==> config.mk <==
export PLATFORM = sky130hd
export DESIGN_NAME = spi_frame_master
export DESIGN_NICKNAME = d
export VERILOG_FILES = /design/src/rtl/spi_pkg.sv /design/src/rtl/sck_tick_gen.sv /design/src/rtl/spi_frame_master.sv
export SDC_FILE = /design/constraint.sdc
export NUM_CORES = 1
export LEC_CHECK = 0
export ABC_AREA = 1
export BUFFER_PORTS_ARGS = -buffer_cell sky130_fd_sc_hd__buf_2
export CORE_UTILIZATION = 33
export CTS_CLUSTER_SIZE = 10
export DETAILED_ROUTE_END_ITERATION = 10
export PLACE_DENSITY = 0.58
export SYNTH_ARGS = -nofsm -noshare
export SYNTH_HDL_FRONTEND = slang
export SYNTH_SLANG_ARGS = --single-unit
==> constraint.sdc <==
create_clock -name CLOCK_50 -period 2.3 [get_ports CLOCK_50]
set_input_delay 0.115 -clock CLOCK_50 [delete_from_list [all_inputs] [get_ports CLOCK_50]]
set_output_delay 0.115 -clock CLOCK_50 [all_outputs]
set_load 0.03 [all_outputs]
==> src/rtl/spi_pkg.sv <==
`default_nettype none
// ============================================================================
// Module  : spi_pkg
// Brief   : Frame geometry and master FSM state encoding for spi_frame_master.
// Rev     : 1.0
// ============================================================================
package spi_pkg;

  localparam int FRAME_BITS = 40;
  localparam int ADDR_BITS  = 8;
  localparam int DATA_BITS  = 32;

  typedef enum logic [2:0] {
    IDLE  = 3'd0,
    LEAD  = 3'd1,
    XFER  = 3'd2,
    TRAIL = 3'd3,
    GAP   = 3'd4
  } spi_mstate_t;

endpackage
`default_nettype wire

==> src/rtl/sck_tick_gen.sv <==
`default_nettype none
// ============================================================================
// Module  : sck_tick_gen
// Brief   : Half-period tick enable; preloads while disabled so the first
//           tick lands HALF_DIV cycles after enable rises.
// Rev     : 1.0
// ============================================================================
module sck_tick_gen #(
  parameter int HALF_DIV = 25
) (
  input  logic CLOCK_50,
  input  logic reset,
  input  logic enable,
  output logic tick
);

  localparam int                 c_cnt_w  = $clog2(HALF_DIV + 1);
  localparam logic [c_cnt_w-1:0] c_reload = c_cnt_w'(HALF_DIV - 1);

  logic [c_cnt_w-1:0] r_count;

  always_ff @(posedge CLOCK_50) begin
    if (reset) begin
      r_count <= '0;
    end else if (!enable || (r_count == '0)) begin
      r_count <= c_reload;
    end else begin
      r_count <= r_count - 1'b1;
    end
  end

  assign tick = enable && (r_count == '0);

endmodule
`default_nettype wire

==> src/rtl/spi_frame_master.sv <==
`default_nettype none
// ============================================================================
// Module  : spi_frame_master
// Brief   : 40-bit SPI mode-0 frame master ({addr, data}, MSB first).
// Rev     : 1.0
// ============================================================================
module spi_frame_master
  import spi_pkg::*;
#(
  parameter int HALF_DIV = 25
) (
  input  logic                 CLOCK_50,
  input  logic                 reset,
  input  logic                 start,
  input  logic [ADDR_BITS-1:0] tx_addr,
  input  logic [DATA_BITS-1:0] tx_data,
  output logic                 busy,
  output logic                 done,
  output logic [ADDR_BITS-1:0] rx_addr,
  output logic [DATA_BITS-1:0] rx_data,
  output logic                 spi_sck,
  output logic                 spi_cs_n,
  output logic                 spi_mosi,
  input  logic                 spi_miso
);

  localparam logic [5:0] c_last_bit = 6'(FRAME_BITS - 1);

  spi_mstate_t           r_state, w_state_next;
  logic                  w_tick, w_rise, w_fall;
  logic                  r_phase;
  logic [5:0]            r_bit_cnt;
  logic [FRAME_BITS-1:0] r_shift, r_rx_shift;
  logic                  r_miso_s1, r_miso_s2, r_rise_d1, r_rise_d2;
  logic                  r_busy, r_done, r_sck, r_cs_n;
  logic [ADDR_BITS-1:0]  r_rx_addr;
  logic [DATA_BITS-1:0]  r_rx_data;

  sck_tick_gen #(.HALF_DIV(HALF_DIV)) u_tick (
    .CLOCK_50 (CLOCK_50),
    .reset    (reset),
    .enable   (r_state != IDLE),
    .tick     (w_tick)
  );

  assign w_rise = (r_state == XFER) && w_tick && !r_phase;
  assign w_fall = (r_state == XFER) && w_tick && r_phase;

  // The done cycle is an IDLE cycle; r_done blocks a start landing on it.
  always_comb begin
    w_state_next = r_state;
    case (r_state)
      IDLE:    if (start && !r_done) w_state_next = LEAD;
      LEAD:    if (w_tick) w_state_next = XFER;
      XFER:    if (w_fall && (r_bit_cnt == c_last_bit)) w_state_next = TRAIL;
      TRAIL:   if (w_tick) w_state_next = GAP;
      GAP:     if (w_tick) w_state_next = IDLE;
      default: w_state_next = IDLE;
    endcase
  end

  always_ff @(posedge CLOCK_50) begin
    if (reset) r_state <= IDLE;
    else       r_state <= w_state_next;
  end

  always_ff @(posedge CLOCK_50) begin
    if (reset) begin
      r_busy     <= 1'b0;
      r_done     <= 1'b0;
      r_sck      <= 1'b0;
      r_cs_n     <= 1'b1;
      r_phase    <= 1'b0;
      r_bit_cnt  <= '0;
      r_shift    <= '0;
      r_rx_shift <= '0;
      r_miso_s1  <= 1'b0;
      r_miso_s2  <= 1'b0;
      r_rise_d1  <= 1'b0;
      r_rise_d2  <= 1'b0;
      r_rx_addr  <= '0;
      r_rx_data  <= '0;
    end else begin
      r_busy    <= (w_state_next != IDLE);
      r_cs_n    <= (w_state_next == IDLE) || (w_state_next == GAP);
      r_done    <= (r_state == GAP) && w_tick;
      r_miso_s1 <= spi_miso;
      r_miso_s2 <= r_miso_s1;
      r_rise_d1 <= w_rise;
      r_rise_d2 <= r_rise_d1;
      if ((r_state == IDLE) && (w_state_next == LEAD)) begin
        r_shift   <= {tx_addr, tx_data};
        r_bit_cnt <= '0;
        r_phase   <= 1'b0;
      end
      if (w_rise) begin
        r_sck   <= 1'b1;
        r_phase <= 1'b1;
      end
      if (w_fall) begin
        r_sck   <= 1'b0;
        r_phase <= 1'b0;
        r_shift <= {r_shift[FRAME_BITS-2:0], 1'b0};
        if (r_bit_cnt != c_last_bit) r_bit_cnt <= r_bit_cnt + 6'd1;
      end
      // Pin value captured at the SCK rise reaches r_miso_s2 two cycles later.
      if (r_rise_d2) r_rx_shift <= {r_rx_shift[FRAME_BITS-2:0], r_miso_s2};
      if ((r_state == GAP) && w_tick) begin
        r_rx_addr <= r_rx_shift[FRAME_BITS-1:DATA_BITS];
        r_rx_data <= r_rx_shift[DATA_BITS-1:0];
      end
    end
  end

  assign busy     = r_busy;
  assign done     = r_done;
  assign rx_addr  = r_rx_addr;
  assign rx_data  = r_rx_data;
  assign spi_sck  = r_sck;
  assign spi_cs_n = r_cs_n;
  assign spi_mosi = r_shift[FRAME_BITS-1];

endmodule
`default_nettype wire
# ---- After elaboration in Yosys (flattened, before gate mapping)
# Index checks and enable logic that the tools add are counted.
# Widths: inputs -> output; s select.
dict set report word_totals {
  reg_bits 143
  inputBits 44
  output_inout_bits 45
  wordCells 64
}
dict set report op_classes {
  n_addsub 2
  n_eq_ne 8
  n_mux 14
  n_reduce_logical 22
}
# op count
set op_table {}
lappend op_table {{$mux 40} 2}
lappend op_table {{$mux 6} 3}
lappend op_table {{$mux 3} 5}
lappend op_table {{$pmux 3 s5} 1}
lappend op_table {{$logic_and 1x1->1} 8}
lappend op_table {{$add 6x1->6 const B} 1}
lappend op_table {{$eq 3x1->1 const B} 2}
lappend op_table {{$eq 3x2->1 const B} 2}
lappend op_table {{$eq 3x3->1 const B} 2}
lappend op_table {{$eq 6x6->1 const B} 1}
lappend op_table {{$logic_not 3->1} 2}
lappend op_table {{$ne 6x6->1 const B} 1}
lappend op_table {{$reduce_bool 3->1} 2}
lappend op_table {{$logic_not 5->1} 1}
lappend op_table {{$mux 5} 1}
lappend op_table {{$sub 5x1->5 const B} 1}
lappend op_table {{$reduce_bool 2->1} 2}
lappend op_table {{$reduce_or 2->1} 2}
lappend op_table {{$logic_not 1->1} 3}
lappend op_table {{$logic_or 1x1->1} 2}
lappend op_table {{$mux 1} 2}

# ---- Logic depth before layout (Yosys ltp)
dict set report depth {
  word_depth 12
  mapped_depth 11
  ltp_nobuf 10
}

# ---- Modules after synthesis
# From an unflattened synthesis, not the netlist that was laid out.
dict set report unflattened {
  cells_unflattened 789
  hier_area_um2 5576.6
}
# module n_inst cells_per_inst area_each_um2 seq_area_each_um2
set by_module_without_submodules {}
lappend by_module_without_submodules {spi_frame_master 1 756 5340.1 2762.6}
lappend by_module_without_submodules {sck_tick_gen 1 33 236.5 100.1}

# ---- Least setup slack after synthesis
# Ideal clock, no wire load.
dict set report synth_path {
  path_type {reg-to-reg}
  from {reg u_tick.r_count[0]}
  to {reg r_shift[2]}
  setup_time_ns 0.116
  arrival_time_ns 1.387
  required_time_ns 2.184
  path_slack_ns 0.797
  path_stages_with_launch 11
  n_path_buf 1
  synth_period_minus_slack_ns 1.503
  path_cell_list {dfxtp_1 inv_1 ha_1 nand2_1 nor2_4 nand3_2 nand2_4 buf_8 inv_1 nor2_1 nor2_1}
}
dict set report synth_between {
  elab_chain_len 10
  word_cells_on_any_way 14
  classes_between {eq/ne: 1; mux: 6; reduce/logical: 7}
}
# item line
set synth_lines {}
lappend synth_lines {{from (decl)} sck_tick_gen.sv:20} ;# logic [c_cnt_w-1:0] r_count;
lappend synth_lines {{from (signal assigned)} sck_tick_gen.sv:26} ;# r_count <= c_reload;
lappend synth_lines {{from (signal assigned)} sck_tick_gen.sv:28} ;# r_count <= r_count - 1'b1;
lappend synth_lines {{$logic_not 5->1 *} sck_tick_gen.sv:32} ;# assign tick = enable && (r_count == '0);
lappend synth_lines {{$logic_and 1x1->1 *} sck_tick_gen.sv:32}
lappend synth_lines {{$logic_and 1x1->1 (2 in series)} spi_frame_master.sv:47} ;# assign w_fall = (r_state == XFER) && w_tick && r_phase;
lappend synth_lines {{$logic_and 1x1->1} spi_frame_master.sv:55} ;# XFER: if (w_fall && (r_bit_cnt == c_last_bit)) w_state_next = TRAIL;
lappend synth_lines {{$mux 3} spi_frame_master.sv:55}
lappend synth_lines {{$pmux 3 s5} spi_frame_master.sv:52} ;# case (r_state)
lappend synth_lines {{$eq 3x1->1} spi_frame_master.sv:91} ;# if ((r_state == IDLE) && (w_state_next == LEAD)) begin
lappend synth_lines {{$logic_and 1x1->1} spi_frame_master.sv:91}
lappend synth_lines {{$reduce_bool 2->1 (no line)} --}
lappend synth_lines {{to (signal assigned)} spi_frame_master.sv:92} ;# r_shift <= {tx_addr, tx_data};
lappend synth_lines {{to (signal assigned)} spi_frame_master.sv:103} ;# r_shift <= {r_shift[FRAME_BITS-2:0], 1'b0};
lappend synth_lines {{to (decl)} spi_frame_master.sv:33} ;# logic [FRAME_BITS-1:0] r_shift, r_rx_shift;
# Every way passes the cells marked *; elsewhere a longest branch is shown, timed or not.
# A chain may end at the register's enable or synchronous reset.

# ---- Worst setup path in the final report
dict set report layout_path {
  from {reg u_tick.r_count[0]}
  to {reg r_shift[4]}
}
# The elaborated chain is that of the path after synthesis.

==> metrics <==
status=finished, final reports clean; footprint of the multi-input gates=2470 um2; number of global-route vias before repair=4599; Post-CTS Setup Inserts=0; Worst Clk Skew=0.00983 ns; H-tree depth=4; yosys warns=0; Fmax=520 MHz; Rows=48; Tcrit/Tclk final=83.6%; First DRT Iteration DRCs=263; Combinational Power Share=8.0%; CTS buffer count=17; Sum Neg Setup Slack=0 ns; power after layout=5.97 mW; gr ovfl total=0; relative slew slack=63.3%; crit-path max FO=40; Post-Syn Area=5820 um2; commonest cells in the netlist=nor2_1 (299), dfxtp_1 (143), nand2_1 (109), o21ai_0 (87), inv_1 (61); Slowest-stage cell, CP=nand2_4; CORE AREA=17200 um2; GR Util All Layers=14.5%; Post-synth EDFFs=0; most common cell in the netlist=nor2_1; CP max stage delay=0.41 ns; Vias=5080; kind of critical path=flip-flop to flip-flop; actual slew at the worst max-slew pin=0.550 ns; # IOs=89; crit-path cells=inv_1 -> ha_1 -> nand2_1 -> nor2_4 -> nand3_2 -> nand2_4 -> inv_1 -> nor2_1 -> nor2_1; Clock transition at path regs=0.06 ns; Routed Antenna Nets=0; Starting Density=33.8%; HP Class=primary input to flip-flop; Tmin final=1.92 ns; Mapped Nets=880; FF-to-FF path depth=9; final setup fails=0; clock sinks=143; P_leak=3.38 nW; routed vias/inst=4.38; TritonCTS clock tree=built; Sw Share=23.7%; routed len/inst=10.7 um; max_cap viols=0; cell internal pwr=4.55 mW; RePlAce Congestion=0.735; Pre-antenna DRT Iters=4; port bufs=88; layout cells sized above 1=15.1%; antenna violations before repair=1; final hold slack=0.0154 ns; Post-Syn Instances=833; distinct cell type count after synthesis=25; register area share after synthesis=49.2%; RSZ-0062 raised after global routing=no; Main synth FF type=dfxtp_1; Hold Path Stages=5; Die Y=135 um; fillers=1828; Worst-Skew Late Latency=0.42 ns; die width=135 um; Setup crit end kind=flip-flop; Worst Setup Start Kind=flip-flop; largest net degree at the start of global routing=74; final slew viol count=0; first-pass GRT wire length=20900 um; Clock Path Buffers=2; full die area=18200 um2; Clk pwr share=48.2%; Total Nets Final=968; WP data arrival=2.22 ns; post-synth top area share=49.2%; WL final=12400 um; HPWL after DPL=7710 um; Pwr Density=828 nW/um2; P_sw=1.42 mW; DRC viols=0; P&R area growth vs syn=23.8%; Peak VDD IR=0.589 mV; Synth async-reset ratio=0%; syn_area_per_cell=6.99 um2; FF+latch count, synth=143; WP data required=2.60 ns; post-synth top area cell=dfxtp_1; Sequential cell area=2860 um2; Fin. Hold Viols=0; main area contributors after synthesis=dfxtp_1 (49%), nor2_1 (19%), o21ai_0 (7.5%); Root Buffer=clkbuf_16; Seq pwr share=43.7%
-- power groups by stage --
stage          Sequential (mW)  Clock [mW]  Combinational [mW]
4_1_cts                   2.61        2.95               0.487
3_5_place_dp              2.66           0               0.464
5_1_grt                   2.62        3.07               0.553
3_3_place_gp              2.66           0               0.462
2_1_floorplan             2.67           0               0.349
6_report                  2.61        2.88               0.480
-- cells by family (layout without fill, tap and decap cells) --
kind of cell / after synthesis / count (layout) / synth area share [%]
simple gates: 472 / 472 / 32.6
fa+ha+maj: 3 / 3 / 0.645
compound gates: 102 / 102 / 8.81
buf+inv: 111 / 212 / 8.49
other cells: 0 / 2 / 0
flops: 143 / 143 / 49.2
xor+xnor: 2 / 2 / 0.301
-- final timing paths --
check | from | to | slack (ns)
max reg2reg | u_tick.r_count[0] | r_shift[4] | 0.38
min reg2reg | r_rise_d1 | r_rise_d2 | 0.40
min | tx_data[12] | r_shift[12] | 0.02
max | u_tick.r_count[0] | r_shift[4] | 0.38
-- per-layer routing --
metal | track usage, % | up-vias | wire length, um
li1 | - | 2756 | -
met1 | 17.6 | 2222 | 6170
met2 | 23.6 | 94 | 5590
met3 | 4.80 | 8 | 578
met4 | 5.43 | 0 | 110
met5 | 0 | - | 0
-- cells in the final DEF (no fill, tap or decap), drive strengths merged --
cell / instances
inv: 68
clkbuf: 22
a21oi: 13
clkinvlp: 3
nand3b: 1
nand3: 56
diode: 2
ha: 3
bufinv: 3
dlygate4sd3: 17
buf: 99
dfxtp: 143
nor2: 303
or2: 1
xor2: 2
o21ai: 87
a31oi: 2
nand2: 111
-- what timing repair did --
action	in CTS	in global routing
hold buffers	17	0
endpoints found under the hold margin	17	0
gates resized for setup	0	0
-- final cells by class --
cell class                      count  share of cell area, %
Antenna cell                        2                 0.0695
Clock buffer                       22                   6.58
Clock inverter                     10                   2.08
Inverter                           64                   3.37
Multi-Input combinational cell    579                   34.3
Sequential cell                   143                   39.7
Tap cell                          225                   3.91
Timing Repair Buffer              116                   9.97
-- registers in the layout, summed over array words and instances, names as in the netlist, 3 cells and up --
signal and flops:
rx_addr 8, rx_data 32, u_tick.r_count 5, r_rx_shift 40, r_bit_cnt 6, r_state 3, r_shift 40
-- per-stage QoR --
step	utilization, %	setup slack, ns	instance area (um2)	instances
after floorplan	-	0.797	5820	833
after global placement	37.2	0.407	6400	1110
after detailed placement	37.2	0.356	6400	1110
after CTS	41.8	0.339	7200	1159
after global routing	41.8	0.167	7200	1159
final	41.8	0.377	7200	1161
-- worst max-delay path, delay by kind of cell, from the launching register on --
family / cells / cell delay [ns]
adders and majority gates: 1 / 0.18
buffers and inverters: 2 / 0.26
DFF: 1 / 0.31
and+or+nand+nor: 6 / 1.05
No activity file was read; power rests on OpenSTA's default activity.
